<file path="config.mk">
export PLATFORM = sky130hd
export DESIGN_NAME = sap_control_sequencer
export DESIGN_NICKNAME = d
export VERILOG_FILES = /design/src/rtl/sap_control_sequencer.sv
export SDC_FILE = /design/constraint.sdc
export NUM_CORES = 1
export LEC_CHECK = 0
export ABC_AREA = 1
export BUFFER_PORTS_ARGS = -buffer_cell sky130_fd_sc_hd__buf_4
export CORE_AREA = 2 2 39 41
export CTS_CLUSTER_DIAMETER = 150
export DETAILED_ROUTE_END_ITERATION = 10
export DIE_AREA = 0 0 41 43
export GPL_TIMING_DRIVEN = 0
export PLACE_DENSITY_LB_ADDON = 0.1
export SYNTH_ARGS = -nofsm -noshare
export SYNTH_HDL_FRONTEND = slang
export SYNTH_SLANG_ARGS = --single-unit
export TNS_END_PERCENT = 1
</file>
<file path="constraint.sdc">
create_clock -name clk -period 1.13 [get_ports clk]
set_input_delay 0.1695 -clock clk [delete_from_list [all_inputs] [get_ports clk]]
set_output_delay 0.1695 -clock clk [all_outputs]
set_load 0.05 [all_outputs]
</file>
<file path="src/rtl/sap_control_sequencer.sv">
// sap_control_sequencer: six-phase T-state sequencer and control decoder for
// the 8-bit computer. Decodes opcode, flags and the halt latch into one-hot
// control lines for the shared bus.
// Optional feature: SAP_EARLY_END_EN -- return to T0 right after an
// instruction's last active phase instead of always running T0..T5.
module sap_control_sequencer (
  input  logic       clk,
  input  logic       reset,
  input  logic [3:0] opcode,
  input  logic       carry_flag,
  input  logic       zero_flag,
  output logic [2:0] t_state,
  output logic       pc_en,
  output logic       pc_out,
  output logic       jmp,
  output logic       mar_in,
  output logic       ram_out,
  output logic       ram_in,
  output logic       ir_in,
  output logic       ir_out,
  output logic       a_in,
  output logic       a_out,
  output logic       b_in,
  output logic       alu_out,
  output logic       alu_sub,
  output logic       flags_in,
  output logic       out_in,
  output logic       halt
);

  typedef enum logic [2:0] {
    T0 = 3'd0, T1 = 3'd1, T2 = 3'd2, T3 = 3'd3, T4 = 3'd4, T5 = 3'd5
  } tstate_e;

  typedef enum logic [3:0] {
    OP_NOP = 4'h0, OP_LDA = 4'h1, OP_ADD = 4'h2, OP_SUB = 4'h3,
    OP_STA = 4'h4, OP_LDI = 4'h5, OP_JMP = 4'h6, OP_JC  = 4'h7,
    OP_JZ  = 4'h8, OP_OUT = 4'hE, OP_HLT = 4'hF
  } opcode_e;

  tstate_e state_q, state_d;
  logic    halted_q, halted_d;
  logic    jump_taken;
  tstate_e last_phase;

  assign t_state = state_q;

  // Conditional/unconditional jump resolution, sampled with current flags
  always_comb begin
    jump_taken = 1'b0;
    case (opcode)
      OP_JMP:  jump_taken = 1'b1;
      OP_JC:   jump_taken = carry_flag;
      OP_JZ:   jump_taken = zero_flag;
      default: jump_taken = 1'b0;
    endcase
  end

  // Last phase that carries any control activity for the current opcode
  always_comb begin
    last_phase = T2;
    case (opcode)
      OP_LDA, OP_STA:                  last_phase = T4;
      OP_ADD, OP_SUB:                  last_phase = T5;
      OP_LDI, OP_JMP, OP_OUT, OP_HLT:  last_phase = T3;
      OP_JC, OP_JZ:                    last_phase = jump_taken ? T3 : T2;
      default:                         last_phase = T2;
    endcase
  end

  // Next T-state and halt latch; HLT in T3 freezes the counter at T3
  always_comb begin
    state_d  = state_q;
    halted_d = halted_q;
    if (!halted_q) begin
      if (state_q == T3 && opcode == OP_HLT) begin
        halted_d = 1'b1;
      end else if (state_q == T5) begin
        state_d = T0;
`ifdef SAP_EARLY_END_EN
      end else if (state_q == last_phase) begin
        state_d = T0;
`endif
      end else begin
        case (state_q)
          T0:      state_d = T1;
          T1:      state_d = T2;
          T2:      state_d = T3;
          T3:      state_d = T4;
          T4:      state_d = T5;
          default: state_d = T0;
        endcase
      end
    end
  end

  // State register with asynchronous reset
  always_ff @(posedge clk or posedge reset) begin
    if (reset) begin
      state_q  <= T0;
      halted_q <= 1'b0;
    end else begin
      state_q  <= state_d;
      halted_q <= halted_d;
    end
  end

  // Control-line decode of phase, opcode, flags and halt latch
  always_comb begin
    pc_en    = 1'b0;
    pc_out   = 1'b0;
    jmp      = 1'b0;
    mar_in   = 1'b0;
    ram_out  = 1'b0;
    ram_in   = 1'b0;
    ir_in    = 1'b0;
    ir_out   = 1'b0;
    a_in     = 1'b0;
    a_out    = 1'b0;
    b_in     = 1'b0;
    alu_out  = 1'b0;
    alu_sub  = 1'b0;
    flags_in = 1'b0;
    out_in   = 1'b0;
    halt     = 1'b0;
    if (halted_q) begin
      halt = 1'b1;
    end else begin
      case (state_q)
        T0: begin pc_out = 1'b1; mar_in = 1'b1; end
        T1: begin ram_out = 1'b1; ir_in = 1'b1; end
        T2: pc_en = 1'b1;
        T3: begin
          case (opcode)
            OP_LDA, OP_ADD, OP_SUB, OP_STA: begin ir_out = 1'b1; mar_in = 1'b1; end
            OP_LDI: begin ir_out = 1'b1; a_in = 1'b1; end
            OP_JMP, OP_JC, OP_JZ: begin ir_out = jump_taken; jmp = jump_taken; end
            OP_OUT: begin a_out = 1'b1; out_in = 1'b1; end
            OP_HLT: halt = 1'b1;
            default: ;
          endcase
        end
        T4: begin
          case (opcode)
            OP_LDA:         begin ram_out = 1'b1; a_in = 1'b1; end
            OP_ADD, OP_SUB: begin ram_out = 1'b1; b_in = 1'b1; end
            OP_STA:         begin a_out = 1'b1; ram_in = 1'b1; end
            default: ;
          endcase
        end
        T5: begin
          if (opcode == OP_ADD || opcode == OP_SUB) begin
            alu_out  = 1'b1;
            a_in     = 1'b1;
            flags_in = 1'b1;
            alu_sub  = (opcode == OP_SUB);
          end
        end
        default: ;
      endcase
    end
  end

endmodule

</file>
==> results_dict.tcl, run 1 <==
set metrics [dict create \
    power_uw 410.0 \
    synth.yosys.seq_area_share_pct 21.56 \
    avgSynthCellArea_um2 5.731 \
    clk_latency_ps 240 \
    io_buffers 26 \
    hold_viol_final 0 \
    antenna_found_initial 0 \
    r2r-end "t_state[2]$_DFFE_PP0P_" \
    detail_route.wl_per_cell_um 9.932 \
    track_usage_pct 19.29 \
    root_buffer "clkbuf_4" \
    synth_cell_types 19 \
    cts_tree "built" \
    synth_seq_cells 4 \
    endpoint_kind "primary output" \
    synthFlopType "dfrtp_1" \
    setup_viol_count_final 18 \
    post-route-min-period_ps 1553 \
    utilization_pct 71.16 \
    firstDrtPassIters 4 \
    reg2reg_depth 7 \
    drcViolationCount 0 \
    holdPathStages 5 \
    via_per_inst 4.729 \
    cts.sinks 4 \
    rsz0062_at_grt "true" \
    critPathRequiredTime_ps 960 \
    synth_nets 89 \
    fillerInstances 117 \
    fin_worst_skew_ps 2.650 \
    max_freq_ghz 0.6439 \
    slowest_delay_ps 440 \
    syn_to_final_growth_pct 112.1 \
    relSlewSlack_pct 78.88 \
    finalSetupTns_ps -5832 \
    nNetsFinal 126 \
    netlist.area_leader.share_pct 21.56 \
    gr-total-overflow 0 \
    syn_inst 81 \
    hold_class "in2reg" \
    maxSlewViolCount 0 \
    grt_max_degree 8 \
    io-pin-count 27 \
    yosys.area.top_type "dfrtp_1" \
    clk_pin_slew_worst_paths_ps 40 \
    yosysMostFrequentCell "nand2_1" \
    fin_ws_ps -423.1 \
    design.die.area_um2 1763 \
    timing.rr.start "t_state[2]$_DFFE_PP0P_" \
    synth_edf_count 0 \
    syn_area_um2 464.2 \
    drv_cap 0 \
    start_util_pct 33.54 \
    failed_checks "setup timing" \
    ant_nets 0 \
    outcome "complete, but fails checks" \
    ir_drop_mv 0.5798 \
    setup.worst_path.start_class "flip-flop" \
    hold_start "opcode[2]" \
    cts_made_buffers 3 \
    crit_slowest_cell "dfrtp_2" \
    arrival_ps 1380 \
    place.gp.congestion 0.6774 \
    cellPowerDensity_nw_per_um2 416.3 \
    cts_buffer_depth 2 \
    coreArea_um2 1384 \
    drt_wl_total_mm 1.321 \
    p_leak_nw 0.5140 \
    place_ws_ps -305.1 \
    drt-initial-drc-count 5 \
    die-width_um 41 \
    layoutNonFillerInstCount 133 \
    yosys_warnings 0 \
    critPathMaxFanout 5 \
    hpwl_um 998.3 \
    synthTopCellsByCount "nand2_1 (24), inv_1 (11), nor2_1 (11)" \
    vias 629 \
    timing.final.crit_share_pct 137.4 \
    dp_cells 123 \
    async_reset_ff_share_pct 100.0 \
    grt_pass1_vias 571 \
    diodes 0 \
    worst_pin_slew_ps 313.5 \
    whs_endpoint "halted_q$_DFF_PP0_" \
    worstSetupPathType "reg2out" \
    die_h_um 43 \
    synth_area_leaders "dfrtp_1 (22%), nand2_1 (19%), inv_1 (8.9%), nor2_1 (8.9%), nand3_1 (6.5%)" \
    drive_gt1_share_pct 60.68 \
    cts_max_level 1 \
    path_cells "buf_4 > nor2_4 > nand2_4 > o21ai_2 > buf_6" \
    ff2ff_setup_slack_ps 70 \
    row_count 14 \
    grt_pass1_wl_mm 2.277 \
]
## stage by stage
stage | instance area, um2 | hold WS, ps
floorplan | 549.3 | -64.62
global placement | 764.5 | 62.59
detailed placement | 764.5 | 64.66
finish | 984.7 | 364.2
CTS | 967.2 | 361.2
global route | 984.7 | 383.2
## worst max path at each step
stage                                 startpoint  endpoint  slack (ps)
after floorplan           t_state[2]$_DFFE_PP0P_  flags_in        -510
after global placement    t_state[1]$_DFFE_PP0P_   ram_out        -290
after detailed placement  t_state[1]$_DFFE_PP0P_   ram_out        -310
after CTS                 t_state[2]$_DFFE_PP0P_   ram_out        -410
after global routing      t_state[1]$_DFFE_PP0P_    ir_out        -520
final                     t_state[0]$_DFFE_PP0P_   ram_out        -420
## power by group
group	total (mW)	internal [mW]	switching (mW)
registers	0.144	0.144	0
clock network	0.201	0.133	0.0679
logic	0.0651	0.0272	0.0379
total	0.410	0.304	0.106
## cells in the final DEF (no fill, tap or decap), drive strengths merged
cell type / instances
inv: 13
nor2: 14
nor3: 5
buf: 33
o21ai: 6
nand4: 2
nand2: 27
clkbuf: 4
dfrtp: 4
o22ai: 1
dlygate4sd3: 1
nand3: 6
nor4: 1
## routing by layer
| metal | GRT usage, % | part of all wire (%) | up-vias |
|---|---|---|---|
| li1 | - | - | 333 |
| met1 | 22.30 | 40 | 276 |
| met2 | 29.69 | 52 | 16 |
| met3 | 3.665 | 4.7 | 4 |
| met4 | 14.00 | 2.9 | 0 |
| met5 | 0 | 0 | - |
## final cells by class
type	instances	area (um2)	share of cell area [%]
well taps	16	20.02	2.033
multi-input cells	62	427.9	43.46
repair buffers	32	325.3	33.04
plain buffers	2	26.28	2.668
flip-flops and latches	4	105.1	10.67
clock buffers	4	26.28	2.668
inverters	13	53.80	5.464
## cells by family (layout without fill, tap and decap cells)
family / count (synthesis) / after routing / share of synthesized area [%]
buffers and inverters: 15 / 51 / 14.28
and+or+nand+nor: 55 / 55 / 55.53
AOI/OAI and AO/OA: 7 / 7 / 8.626
DFF: 4 / 4 / 21.56
## flip-flops by register name, indices dropped and copies added (netlist names)
name / count
t_state: 3
halted_q: 1
## critical path, delay by kind of cell, from the launching register on
kind                   cells  cell delay [ps]
AOI/OAI and AO/OA          1              150
buffers and inverters      2              320
DFF                        1              440
and+or+nand+nor            2              230
## timing repair
| action | 4_1_cts | 5_1_grt |
|---|---|---|
| hold endpoints to repair | 4 | 0 |
| resized for setup | 34 | 5 |
| endpoints found under the setup margin | 17 | 21 |
| hold buffers | 1 | 0 |
| pin swaps | 7 | 2 |
| setup buffers | 5 | 0 |
Power figures use the tool's default switching activity.
==> run 2, diff against run 1 <==
ABC_AREA = unset   (was 1)
==> results_dict.tcl, run 2 <==
set metrics [dict create \
    rsz0062_at_grt "true" \
    antenna_found_initial 0 \
    synth_seq_cells 4 \
    nNetsFinal 110 \
    finalSetupTns_ps -10920 \
    drive_gt1_share_pct 59.41 \
    firstDrtPassIters 4 \
    fillerInstances 114 \
    gr-total-overflow 0 \
    timing.final.crit_share_pct 178.4 \
    synthFlopType "dfrtp_1" \
    synth_area_leaders "dfrtp_1 (20%), nor4bb_1 (6.0%), clkbuf_1 (4.5%), o21ai_0 (4.0%), inv_1 (3.8%)" \
    place.gp.congestion 0.7782 \
    netlist.area_leader.share_pct 20.10 \
    drt-initial-drc-count 7 \
    async_reset_ff_share_pct 100.0 \
    crit_slowest_cell "or4b_4" \
    met1_usage_pct 27.69 \
    critPathMaxFanout 4 \
    synth_edf_count 0 \
    hpwl_mm 1.032 \
    via_per_inst 5.444 \
    worstSetupPathType "reg2out" \
    failed_checks "setup timing" \
    multiInputGateArea_um2 456.7 \
    register_area_um2 102.6 \
    yosysMostFrequentCell "clkbuf_1" \
    cts_max_level 1 \
    detail_route.wl_per_cell_um 13.07 \
    grt_pass1_vias 565 \
    slowest_delay_ps 560 \
    yosys_warnings 0 \
    ir_drop_mv 1.890 \
    synth_nets 75 \
    clk_pin_slew_worst_paths_ps 40 \
    track_usage_pct 19.15 \
    grt_max_degree 11 \
    maxSlewViolCount 0 \
    largest_reg_flops 3 \
    die-width_um 41 \
    vias 637 \
    io_buffers 25 \
    drcViolationCount 0 \
    setup_viol_count_final 20 \
    worst_pin_slew_ps 514.4 \
    fin_worst_skew_ps 10.60 \
    grt.busiest_layer "met2" \
    p_leak_nw 0.4220 \
    drt_wl_total_mm 1.529 \
    hold_viol_final 0 \
    cts_made_buffers 3 \
    grt_util_met2_pct 29.06 \
    synthTopCellsByCount "clkbuf_1 (6), inv_1 (5), nor2_1 (5)" \
    ant_nets 0 \
    max_freq_ghz 0.4960 \
    hold_class "in2async" \
    design.die.area_um2 1763 \
    start_util_pct 35.99 \
    avgSynthCellArea_um2 7.433 \
    use_met3_pct 4.712 \
    arrival_ps 1850 \
    cts_buffer_depth 2 \
    cellPowerDensity_nw_per_um2 2509 \
    syn_inst 67 \
    relSlewSlack_pct 65.70 \
    cts.sinks 4 \
    critPathRequiredTime_ps 960 \
    cts_tree "built" \
    grt_pass1_wl_mm 2.394 \
    synth.yosys.seq_area_share_pct 20.10 \
    coreArea_um2 1384 \
    syn_to_final_growth_pct 95.48 \
    root_buffer "clkbuf_4" \
    synth_cell_types 33 \
    post-route-min-period_ps 2016 \
    setup.worst_path.start_class "flip-flop" \
    die_h_um 43 \
    row_count 14 \
    final_common_cell "buf_4" \
    outcome "complete, but fails checks" \
    io-pin-count 27 \
    utilization_pct 70.34 \
    syn_area_um2 498.0 \
    path_cells "or4b_4 > or3_4 > a21oi_4 > buf_6" \
    endpoint_kind "primary output" \
    fin_ws_ps -885.9 \
    drv_cap 0 \
    yosys.area.top_type "dfrtp_1" \
    final_cell_mix "buf_4 (16), buf_6 (13), inv_1 (5), clkbuf_1 (4)" \
    diodes 0 \
    clk_latency_ps 240 \
]
[run 2: cell count changes after synthesis, sizes merged, moves of 3 or more]
cell    previous run  this run
a21oi              0         4
clkbuf             0         6
inv               13         5
nand2             27         4
nand3              6         3
nor2              14         5
nor3               5         0
nor4bb             0         3
[run 2: metrics by stage]
| stage | setup slack [ps] | instance area, um2 | power [mW] | hold WS, ps | cells |
|---|---|---|---|---|---|
| 2_1_floorplan | -903.8 | 595.6 | 1.563 | -64.55 | 67 |
| 3_3_place_gp | -721.3 | 803.3 | 1.937 | 59.67 | 108 |
| 3_5_place_dp | -720.9 | 803.3 | 1.943 | 64.39 | 108 |
| 4_1_cts | -883.6 | 955.9 | 2.428 | 356.9 | 117 |
| 5_1_grt | -941.0 | 973.4 | 2.578 | 400.7 | 117 |
| 6_report | -885.9 | 973.4 | 2.443 | 391.9 | 117 |
[run 2: final timing paths]
check	from	end	slack [ps]	depth (start not counted)
worst max-delay path	t_state[0]$_DFFE_PP0P_	a_out	-890	4
min in group clk	opcode[3]	t_state[2]$_DFFE_PP0P_	440	4
worst min-delay path	reset	t_state[2]$_DFFE_PP0P_	390	3
max in group asynchronous	reset	t_state[1]$_DFFE_PP0P_	580	3
worst min register to register	t_state[1]$_DFFE_PP0P_	t_state[1]$_DFFE_PP0P_	720	2
worst max register to register	t_state[0]$_DFFE_PP0P_	t_state[0]$_DFFE_PP0P_	-180	3
[run 2: what timing repair did]
| action | CTS | global route |
|---|---|---|
| hold buffers | 1 | 0 |
| setup endpoints to repair | 20 | 20 |
| setup buffers | 4 | 0 |
| endpoints found under the hold margin | 4 | 0 |
| pin swaps | 5 | 0 |
| resized for setup | 24 | 6 |
| cloned | 0 | 0 |
[run 2: cell type report]
class	instances	area share, %
clock buffer	4	2.699
timing repair buffer	30	29.18
tap	16	2.057
inverter	5	1.928
buffer	8	6.684
multi-input combinational	50	46.92
sequential	4	10.54
[run 2: per-layer routing]
metal,vias up,share of wire [%]
met5,-,0
met4,0,0
met3,0,5.2
met2,18,48
met1,304,47
li1,315,-
[run 2: cell families after synthesis]
| logic type | count (synthesis) | synth area share, % |
|---|---|---|
| AOI/OAI and AO/OA | 16 | 21.61 |
| DFF | 4 | 20.10 |
| and+or+nand+nor | 33 | 44.47 |
| xor gates and xnor gates | 1 | 1.759 |
| buffers and inverters | 13 | 12.06 |
[run 2: critical path, delay by kind of cell (launching register included)]
| kind | cells | cell delay [ps] |
|---|---|---|
| flip-flops | 1 | 410 |
| AND/OR/NAND/NOR | 2 | 910 |
| AO/OA/AOI/OAI | 1 | 130 |
| buffers and inverters | 1 | 170 |
[run 2: power breakdown]
group / internal (mW) / switching, mW / total, mW
Clock: 0.133 / 0.0611 / 0.194
Combinational: 0.775 / 1.19 / 1.97
Sequential: 0.220 / 0.0632 / 0.283
